==> src/rtl/mac_pipe_acc.sv <==
// mac_pipe_acc: valid-qualified 3-stage multiply-add / frame accumulator.
// Mode 0 emits A*B+C per beat; mode 1 sums A*B over a frame with saturation.
module mac_pipe_acc #(
   parameter int P      = 8,
   parameter int ACC_W  = 24,
   parameter bit SIGNED = 1'b0
) (
   input  logic             C,
   input  logic             RST,
   input  logic             IN_VALID,
   input  logic             MODE,
   input  logic             FIRST,
   input  logic             LAST,
   input  logic [P-1:0]     A1,
   input  logic [P-1:0]     B1,
   input  logic [P-1:0]     C1,
   output logic             OUT_VALID,
   output logic [ACC_W-1:0] DATA_OUT,
   output logic             OVF
);

   logic                    v1_r, mode1_r, first1_r, last1_r;
   logic [P-1:0]            a1_r, b1_r, c1_r;
   logic                    v2_r, mode2_r, first2_r, last2_r;
   logic signed [2*P-1:0]   prod2_r;
   logic signed [P-1:0]     c2_r;
   logic [2*P-1:0]          a_x_s, b_x_s;
   logic [ACC_W-1:0]        prod_ext_s, c_ext_s, base_s, sat_val_s, acc_next_s, res_s;
   logic [ACC_W:0]          sum_s;
   logic                    sat_s, fovf_next_s, ovf_s, emit_s;
   logic [ACC_W-1:0]        acc_r;
   logic                    frame_ovf_r;
   logic                    v3_r, ovf3_r;
   logic [ACC_W-1:0]        res3_r;

   // Guard bit for the ACC_W+1 wide saturation sum: sign copy or zero.
   function automatic logic ext_bit(input logic [ACC_W-1:0] x);
      if (SIGNED) begin
         return x[ACC_W-1];
      end else begin
         return 1'b0;
      end
   endfunction

   // Stage 1: capture the input beat.
   always_ff @(posedge C) begin
      if (RST) begin
         v1_r     <= 1'b0;
         mode1_r  <= 1'b0;
         first1_r <= 1'b0;
         last1_r  <= 1'b0;
         a1_r     <= {P{1'b0}};
         b1_r     <= {P{1'b0}};
         c1_r     <= {P{1'b0}};
      end else begin
         v1_r     <= IN_VALID;
         mode1_r  <= MODE;
         first1_r <= FIRST;
         last1_r  <= LAST;
         a1_r     <= A1;
         b1_r     <= B1;
         c1_r     <= C1;
      end
   end

   // Operands widened to 2P so the low 2P product bits are right for either signedness.
   assign a_x_s = {{P{SIGNED & a1_r[P-1]}}, a1_r};
   assign b_x_s = {{P{SIGNED & b1_r[P-1]}}, b1_r};

   // Stage 2: product register.
   always_ff @(posedge C) begin
      if (RST) begin
         v2_r     <= 1'b0;
         mode2_r  <= 1'b0;
         first2_r <= 1'b0;
         last2_r  <= 1'b0;
         prod2_r  <= {(2*P){1'b0}};
         c2_r     <= {P{1'b0}};
      end else begin
         v2_r     <= v1_r;
         mode2_r  <= mode1_r;
         first2_r <= first1_r & mode1_r;
         last2_r  <= last1_r & mode1_r;
         prod2_r  <= a_x_s * b_x_s;
         c2_r     <= c1_r;
      end
   end

   // Extend product and addend to the accumulator width.
   always_comb begin
      if (SIGNED) begin
         prod_ext_s = ACC_W'(prod2_r);
         c_ext_s    = ACC_W'(c2_r);
      end else begin
         prod_ext_s = ACC_W'($unsigned(prod2_r));
         c_ext_s    = ACC_W'($unsigned(c2_r));
      end
   end

   // Stage 3 datapath: multiply-add or saturating accumulate.
   always_comb begin
      base_s      = {ACC_W{1'b0}};
      sum_s       = {(ACC_W+1){1'b0}};
      sat_s       = 1'b0;
      sat_val_s   = {ACC_W{1'b1}};
      acc_next_s  = acc_r;
      fovf_next_s = frame_ovf_r;
      res_s       = {ACC_W{1'b0}};
      ovf_s       = 1'b0;
      emit_s      = 1'b0;
      if (mode2_r) begin
         if (first2_r) begin
            base_s = {ACC_W{1'b0}};
         end else begin
            base_s = acc_r;
         end
         sum_s = {ext_bit(base_s), base_s} + {ext_bit(prod_ext_s), prod_ext_s};
         // Signed overflow shows up as the guard bit disagreeing with the result MSB.
         if (SIGNED) begin
            sat_s = sum_s[ACC_W] ^ sum_s[ACC_W-1];
            if (sum_s[ACC_W]) begin
               sat_val_s = {1'b1, {(ACC_W-1){1'b0}}};
            end else begin
               sat_val_s = {1'b0, {(ACC_W-1){1'b1}}};
            end
         end else begin
            sat_s     = sum_s[ACC_W];
            sat_val_s = {ACC_W{1'b1}};
         end
         if (sat_s) begin
            acc_next_s = sat_val_s;
         end else begin
            acc_next_s = sum_s[ACC_W-1:0];
         end
         fovf_next_s = (frame_ovf_r & ~first2_r) | sat_s;
         res_s       = acc_next_s;
         ovf_s       = fovf_next_s;
         emit_s      = last2_r;
      end else begin
         res_s  = prod_ext_s + c_ext_s;
         ovf_s  = 1'b0;
         emit_s = 1'b1;
      end
   end

   // Stage 3 registers: result, accumulator and sticky frame overflow.
   always_ff @(posedge C) begin
      if (RST) begin
         v3_r        <= 1'b0;
         res3_r      <= {ACC_W{1'b0}};
         ovf3_r      <= 1'b0;
         acc_r       <= {ACC_W{1'b0}};
         frame_ovf_r <= 1'b0;
      end else begin
         v3_r   <= v2_r & emit_s;
         res3_r <= res_s;
         ovf3_r <= ovf_s;
         if (v2_r & mode2_r) begin
            acc_r       <= acc_next_s;
            frame_ovf_r <= fovf_next_s;
         end
      end
   end

   // Output registers; data and flag hold between results.
   always_ff @(posedge C) begin
      if (RST) begin
         OUT_VALID <= 1'b0;
         DATA_OUT  <= {ACC_W{1'b0}};
         OVF       <= 1'b0;
      end else begin
         OUT_VALID <= v3_r;
         if (v3_r) begin
            DATA_OUT <= res3_r;
            OVF      <= ovf3_r;
         end
      end
   end

endmodule

==> config.mk <==
export PLATFORM = sky130hd
export DESIGN_NAME = mac_pipe_acc
export DESIGN_NICKNAME = d
export VERILOG_FILES = /design/src/rtl/mac_pipe_acc.sv
export SDC_FILE = /design/constraint.sdc
export NUM_CORES = 1
export LEC_CHECK = 0
export ABC_AREA = 1
export BUFFER_PORTS_ARGS = -buffer_cell sky130_fd_sc_hd__buf_2
export CAP_MARGIN = 20
export CORE_ASPECT_RATIO = 0.7
export CORE_UTILIZATION = 60
export DETAILED_ROUTE_END_ITERATION = 7
export GPL_ROUTABILITY_DRIVEN = 0
export PLACE_DENSITY = 0.79
export SETUP_SLACK_MARGIN = 0.05
export SYNTH_ARGS = -nofsm -noshare
export SYNTH_HDL_FRONTEND = slang
export SYNTH_SLANG_ARGS = --single-unit
export TNS_END_PERCENT = 50
==> constraint.sdc <==
create_clock -name C -period 4.65 [get_ports C]
set_input_delay 0.6975 -clock C [delete_from_list [all_inputs] [get_ports C]]
set_output_delay 0.6975 -clock C [all_outputs]
set_load 0.005 [all_outputs]
==> results of run 1 <==
Yosys cell counts (all sizes together), types with 4 or more instances:
| master | instances | share of area |
|---|---|---|
| nand2 | 273 | 0.12 |
| inv | 268 | 0.12 |
| nor2 | 189 | 0.085 |
| dfxtp | 133 | 0.31 |
| o21ai | 79 | 0.048 |
| ha | 60 | 0.089 |
| nand3 | 56 | 0.034 |
| a21oi | 51 | 0.031 |
| fa | 38 | 0.090 |
| clkbuf | 34 | 0.015 |
| xor2 | 10 | 0.010 |
| nand4 | 9 | 0.0066 |
| buf | 8 | 0.0066 |
| nor3 | 8 | 0.0060 |
| a31oi | 6 | 0.0044 |
| xnor2 | 6 | 0.0062 |
| a21o | 4 | 0.0035 |
worst max-delay path, stage by stage, from the launching register on:
cell	delay [ps]
dfxtp_1	500
nand2_1	120
fa_1	500
fa_1	550
inv_1	60
fa_1	540
inv_1	60
fa_1	530
inv_1	50
ha_1	340
a21oi_1	200
o21ai_0	90
a21oi_1	250
o21ai_0	160
o21ai_0	220
a21oi_1	60
power breakdown:
part           internal (mW)  switching, mW  leakage, nW  total (mW)
Combinational          0.124          0.215         4.05       0.339
Clock                  0.875          0.568        0.307        1.44
Sequential              1.19         0.0473         1.09        1.24
logic make-up after synthesis:
family          synth area share
xor+xnor                 0.01652
fa+ha+maj                 0.1782
flops                     0.3139
buf+inv                   0.1418
compound gates           0.09176
simple gates              0.2579
flip-flops by register name (all words and copies together), names as in the netlist, 8 cells and up:
name	flops
DATA_OUT	24
a1_r	8
acc_r	24
b1_r	8
c1_r	8
c2_r	8
prod2_r	16
res3_r	24
layer usage:
layer / GRT usage / share of wire / wire length, um / up-vias
li1: - / - / - / 3843
met1: 0.4547 / 0.48 / 10170 / 3528
met2: 0.4337 / 0.39 / 8133 / 358
met3: 0.1092 / 0.12 / 2539 / 28
met4: 0.07038 / 0.012 / 252 / 0
met5: 0 / 0 / 0 / -
metrics by stage:
stage          utilization  setup slack [ps]
2_1_floorplan            -             636.7
3_3_place_gp        0.6556             496.8
3_5_place_dp        0.6556             383.7
4_1_cts             0.7021             320.1
5_1_grt             0.7023             61.27
6_report            0.7023             312.8
final timing paths:
path / end / slack [ps] / cells after the start
hold / removal: c2_r[0] / 400 / 2
setup reg to reg: prod2_r[12] / 310 / 15
hold reg to reg: c2_r[0] / 400 / 2
setup / recovery: prod2_r[12] / 310 / 15
repair_timing:
action | in CTS | in global routing
gates resized for setup | 0 | 2
endpoints found under the hold margin | 0 | 0
setup endpoints to repair | 0 | 1
buffers inserted | 0 | 0
final cells by class:
class | count | share of cell area
Tap cell | 185 | 0.02444
Multi-Input combinational cell | 800 | 0.4874
Clock inverter | 14 | 0.01994
Sequential cell | 133 | 0.2813
Clock buffer | 18 | 0.04636
Timing Repair Buffer | 60 | 0.03302
Inverter | 271 | 0.1075
==> flow_summary.yaml, run 1 <==
status:
  status: "finished, final reports clean"
finish:
  final_area_mm2: 0.009473
  diodes: 0
  nNetsFinal: 1411
  drive_gt1_frac: 0.08256
  multi_input_area_mm2: 0.004617
  final_cell_mix: "nand2_1, inv_1, nor2_1, dfxtp_1, o21ai_0"
  stdcell_count: 1481
  register_area_mm2: 0.002665
  final_common_cell: "nand2_1"
  fill_cells: 1146
  area_growth_pct: 11.68
place:
  place_area_mm2: 0.008842
  dp.cells: 1449
  dp_hpwl_um: 15580
  port_buffers: 55
floorplan:
  die_w_um: 144.1
  core_mm2: 0.01349
  fp-row-count: 35
  dieArea_mm2: 0.01462
  initial_core_util: 0.6288
  die_h_um: 101.5
  ios: 56
sta:
  finalSetupViolCount: 0
  hold_slack_ps: 400.2
  rsz0062_at_grt: "false"
  period_share: 0.9327
  tns_ps: 0
  layout_min_cycle_time_ps: 4337
  max_slew_margin: 0.3528
  finalClockSkew_ps: 10.43
  hold_viol_final: 0
  finalMaxSlewViolations: 0
  tightest_slew_ps: 969.7
  fmax_ghz: 0.2306
global_route:
  grt_max_degree: 37
  grt_pass1_wl_um: 34740
  grt_pass1_vias: 7061
  antenna_found_initial: 0
  grt.overflow.total: 0
  grt_use_total: 0.3109
clocking:
  clk_pin_slew_ps: 60
  cts_tree: "done"
  cts_sinks: 133
  htreeDepth: 4
  clock_path_buffers: 2
  root_buffer: "clkbuf_16"
  ctsHoldBuffers: 0
  cts_inserted_buffers: 17
  clk_latency_ps: 420
hold_path:
  min_from: "c1_r[0]"
  hold_path.class: "reg -> reg"
critical_path:
  startpoint: "a1_r[1]"
  arrival_ps: 4640
  crit_path_end_kind: "register"
  rr_startpoint: "a1_r[1]"
  crit_fanout: 8
  path_class: "reg -> reg"
  start_kind: "register"
  required_ps: 4950
yosys:
  synth_area_mm2: 0.008482
  yosys_register_bits: 133
  postSynthCellCount: 1246
  ys_types: 36
  seq_area_frac_synth: 0.3139
  synth_edf_count: 0
  synthFlopType: "dfxtp_1"
  synth_nets: 1374
  async_flop_share: 0
  yosysWarnings: 0
  synth.avg_cell_area_um2: 6.807
route:
  drt-initial-drc-count: 850
  viasPerCell: 5.238
  wl_um: 21100
  drc_errors: 0
  vias: 7757
  postRouteAntennaNets: 0
  drtPass1Iterations: 5
  detail_route.wl_per_cell_um: 14.25
pwr:
  vdd_ir_drop_max_uv: 262.1
  leakagePower_nw: 5.443
  p_per_area_mw_per_mm2: 318.7
  power_mw: 3.019
run:
  drv_cap: 0
Power figures use the tool's default switching activity.
==> run 2, diff against run 1 <==
==> constraint.sdc (replaced) <==
create_clock -name C -period 5.3 [get_ports C]
set_input_delay 0.795 -clock C [delete_from_list [all_inputs] [get_ports C]]
set_output_delay 0.795 -clock C [all_outputs]
set_load 0.005 [all_outputs]
==> run 2 against run 1 <==
Against the previous run:
- fmax down 5.2%
- routed wire length decreased by 0.72%
- count of clock-buffer cells in the layout down 1
- clock power decreased by 19%
- register-to-register slack improved by 410 ps
- final area fell by 0.55%
- global-route usage increased by 0.29 points
- total power is 16% lower
- critical path type unchanged
- flip-flop and latch count unchanged
- largest cell class unchanged
- first-iteration DRC count is 0.71% lower
- clock skew up 2.0 ps
- non-clock buffer count shrank 1
==> flow_summary.yaml, run 2 (same netlist as run 1, synthesis figures left out) <==
sta:
  rsz0062_at_grt: "false"
  setup_slack_ps: 724.3
  tightest_slew_ps: 996.8
  hold_viol_final: 0
  fmax_ghz: 0.2185
  period_share: 0.8633
  tns_ps: 0
  max_slew_margin: 0.3348
  finalClockSkew_ps: 12.41
  layout_min_cycle_time_ps: 4576
  finalMaxSlewViolations: 0
  finalSetupViolCount: 0
critical_path:
  cp-endpoint: "prod2_r[14]"
  critPathMaxStageDelay_ps: 540
  reg2regPathDepth: 15
  start_kind: "register"
  arrival_ps: 4870
  slowest_stage: "fa_1"
  cp.depth: 15
  rrSetupSlack_ps: 720
  rr_startpoint: "a1_r[0]"
  required_ps: 5590
  startpoint: "a1_r[0]"
  crit_path_cell_trace: "nand2_1 > fa_1 > fa_1 > inv_1 > fa_1 > inv_1 > fa_1 > inv_1 > ha_1 > a21oi_1 > o21ai_0 > a21oi_1 > o21ai_0 > o21ai_0 > a21oi_1"
  r2r_end: "prod2_r[14]"
  crit_path_end_kind: "register"
  crit_fanout: 8
  worst-path-buf-inv: 3
  cpLargestDelayFamily: "adder cells"
  crit_top_cell: "fa_1"
  path_class: "reg -> reg"
clocking:
  cts_inserted_buffers: 17
  cts_tree: "done"
  clk_pin_slew_ps: 60
  clock_path_buffers: 2
  cts_setup_buffers: 0
  clk_latency_ps: 430
  htreeDepth: 4
  ctsHoldBuffers: 0
  root_buffer: "clkbuf_16"
  cts_resized: 0
  cts_sinks: 133
pwr:
  vdd_ir_drop_max_uv: 247.3
  leakagePower_nw: 5.407
  power_mw: 2.546
  p_per_area_mw_per_mm2: 270.2
finish:
  drive_gt1_frac: 0.08031
  fill_cells: 1159
  area_growth_pct: 11.06
  diodes: 0
  fin_util: 0.6984
  final_cell_mix: "nand2_1, inv_1, nor2_1, dfxtp_1, o21ai_0"
  largestRegisters: "DATA_OUT x24, acc_r x24, res3_r x24"
  nNetsFinal: 1410
  final_common_cell: "nand2_1"
  stdcell_count: 1480
route:
  detail_route.wl_per_cell_um: 14.15
  postRouteAntennaNets: 0
  route.met2.wl_um: 7978
  drt-initial-drc-count: 844
  drtPass1Iterations: 6
  wl_um: 20950
  highest_layer: "met5"
  vias: 7630
  wl_met3_um: 2542
  viasPerCell: 5.155
  wirelength_met1_um: 10120
  drc_errors: 0
floorplan:
  ios: 56
  initial_core_util: 0.6288
  dieArea_mm2: 0.01462
  fp-row-count: 35
  die_w_um: 144.1
  die_h_um: 101.5
  core_mm2: 0.01349
global_route:
  antenna_found_initial: 0
  grt.overflow.total: 0
  grt_pass1_wl_um: 34820
  grt_max_degree: 57
  grt_use_total: 0.3137
  grt_pass1_vias: 7057
run:
  drv_cap: 0
place:
  dp_hpwl_um: 15170
  dp_slack_ps: 997.8
  dp.cells: 1448
  port_buffers: 55
hold_path:
  hold_path.class: "reg -> reg"
  min_from: "c1_r[1]"
status:
  status: "finished, final reports clean"
## run 2: final cells by class
cell class / instances / area [um^2] / share of cell area
Tap cell: 185 / 231.5 / 0.02457
Clock inverter: 15 / 160.2 / 0.01700
Sequential cell: 133 / 2663 / 0.2826
Inverter: 271 / 1018 / 0.1081
Multi-Input combinational cell: 800 / 4617 / 0.4901
Timing Repair Buffer: 59 / 305.3 / 0.03241
Clock buffer: 17 / 425.4 / 0.04516
## run 2: where the power goes
| group | internal [mW] | leakage, nW | total [mW] | switching [mW] |
|---|---|---|---|---|
| registers | 1.04 | 1.09 | 1.08 | 0.0416 |
| clock network | 0.628 | 0.277 | 1.16 | 0.536 |
| logic | 0.109 | 4.04 | 0.297 | 0.188 |
| total | 1.78 | 5.41 | 2.55 | 0.765 |
## run 2: how the worst min path moves through the flow
stage               endpoint  slack, ps  cells after the start
floorplan            c2_r[0]        390                      2
global placement     c2_r[2]        390                      2
detailed placement   c2_r[1]        390                      2
CTS                  c2_r[1]        400                      2
global route         c2_r[0]        410                      2
finish               c2_r[1]        400                      2
## run 2: per-stage QoR
stage	cell area (um^2)	hold slack [ps]
after global routing	9420	410.5
after global placement	8835	392.3
after detailed placement	8835	392.0
final	9420	399.9
after CTS	9420	399.6
after floorplan	8482	388.3
## run 2: per-layer routing
layer	vias up	track usage
li1	3855	-
met1	3386	0.4596
met2	360	0.4363
met3	27	0.1017
met4	2	0.07856
met5	-	0.03289
## run 2: worst register-to-register path: stages (launching register included)
cell,delay [ps]
dfxtp_1,510
nand2_1,130
fa_1,520
fa_1,540
inv_1,50
fa_1,540
inv_1,60
fa_1,520
inv_1,40
ha_1,340
a21oi_1,210
o21ai_0,100
a21oi_1,320
o21ai_0,220
o21ai_0,260
a21oi_1,100
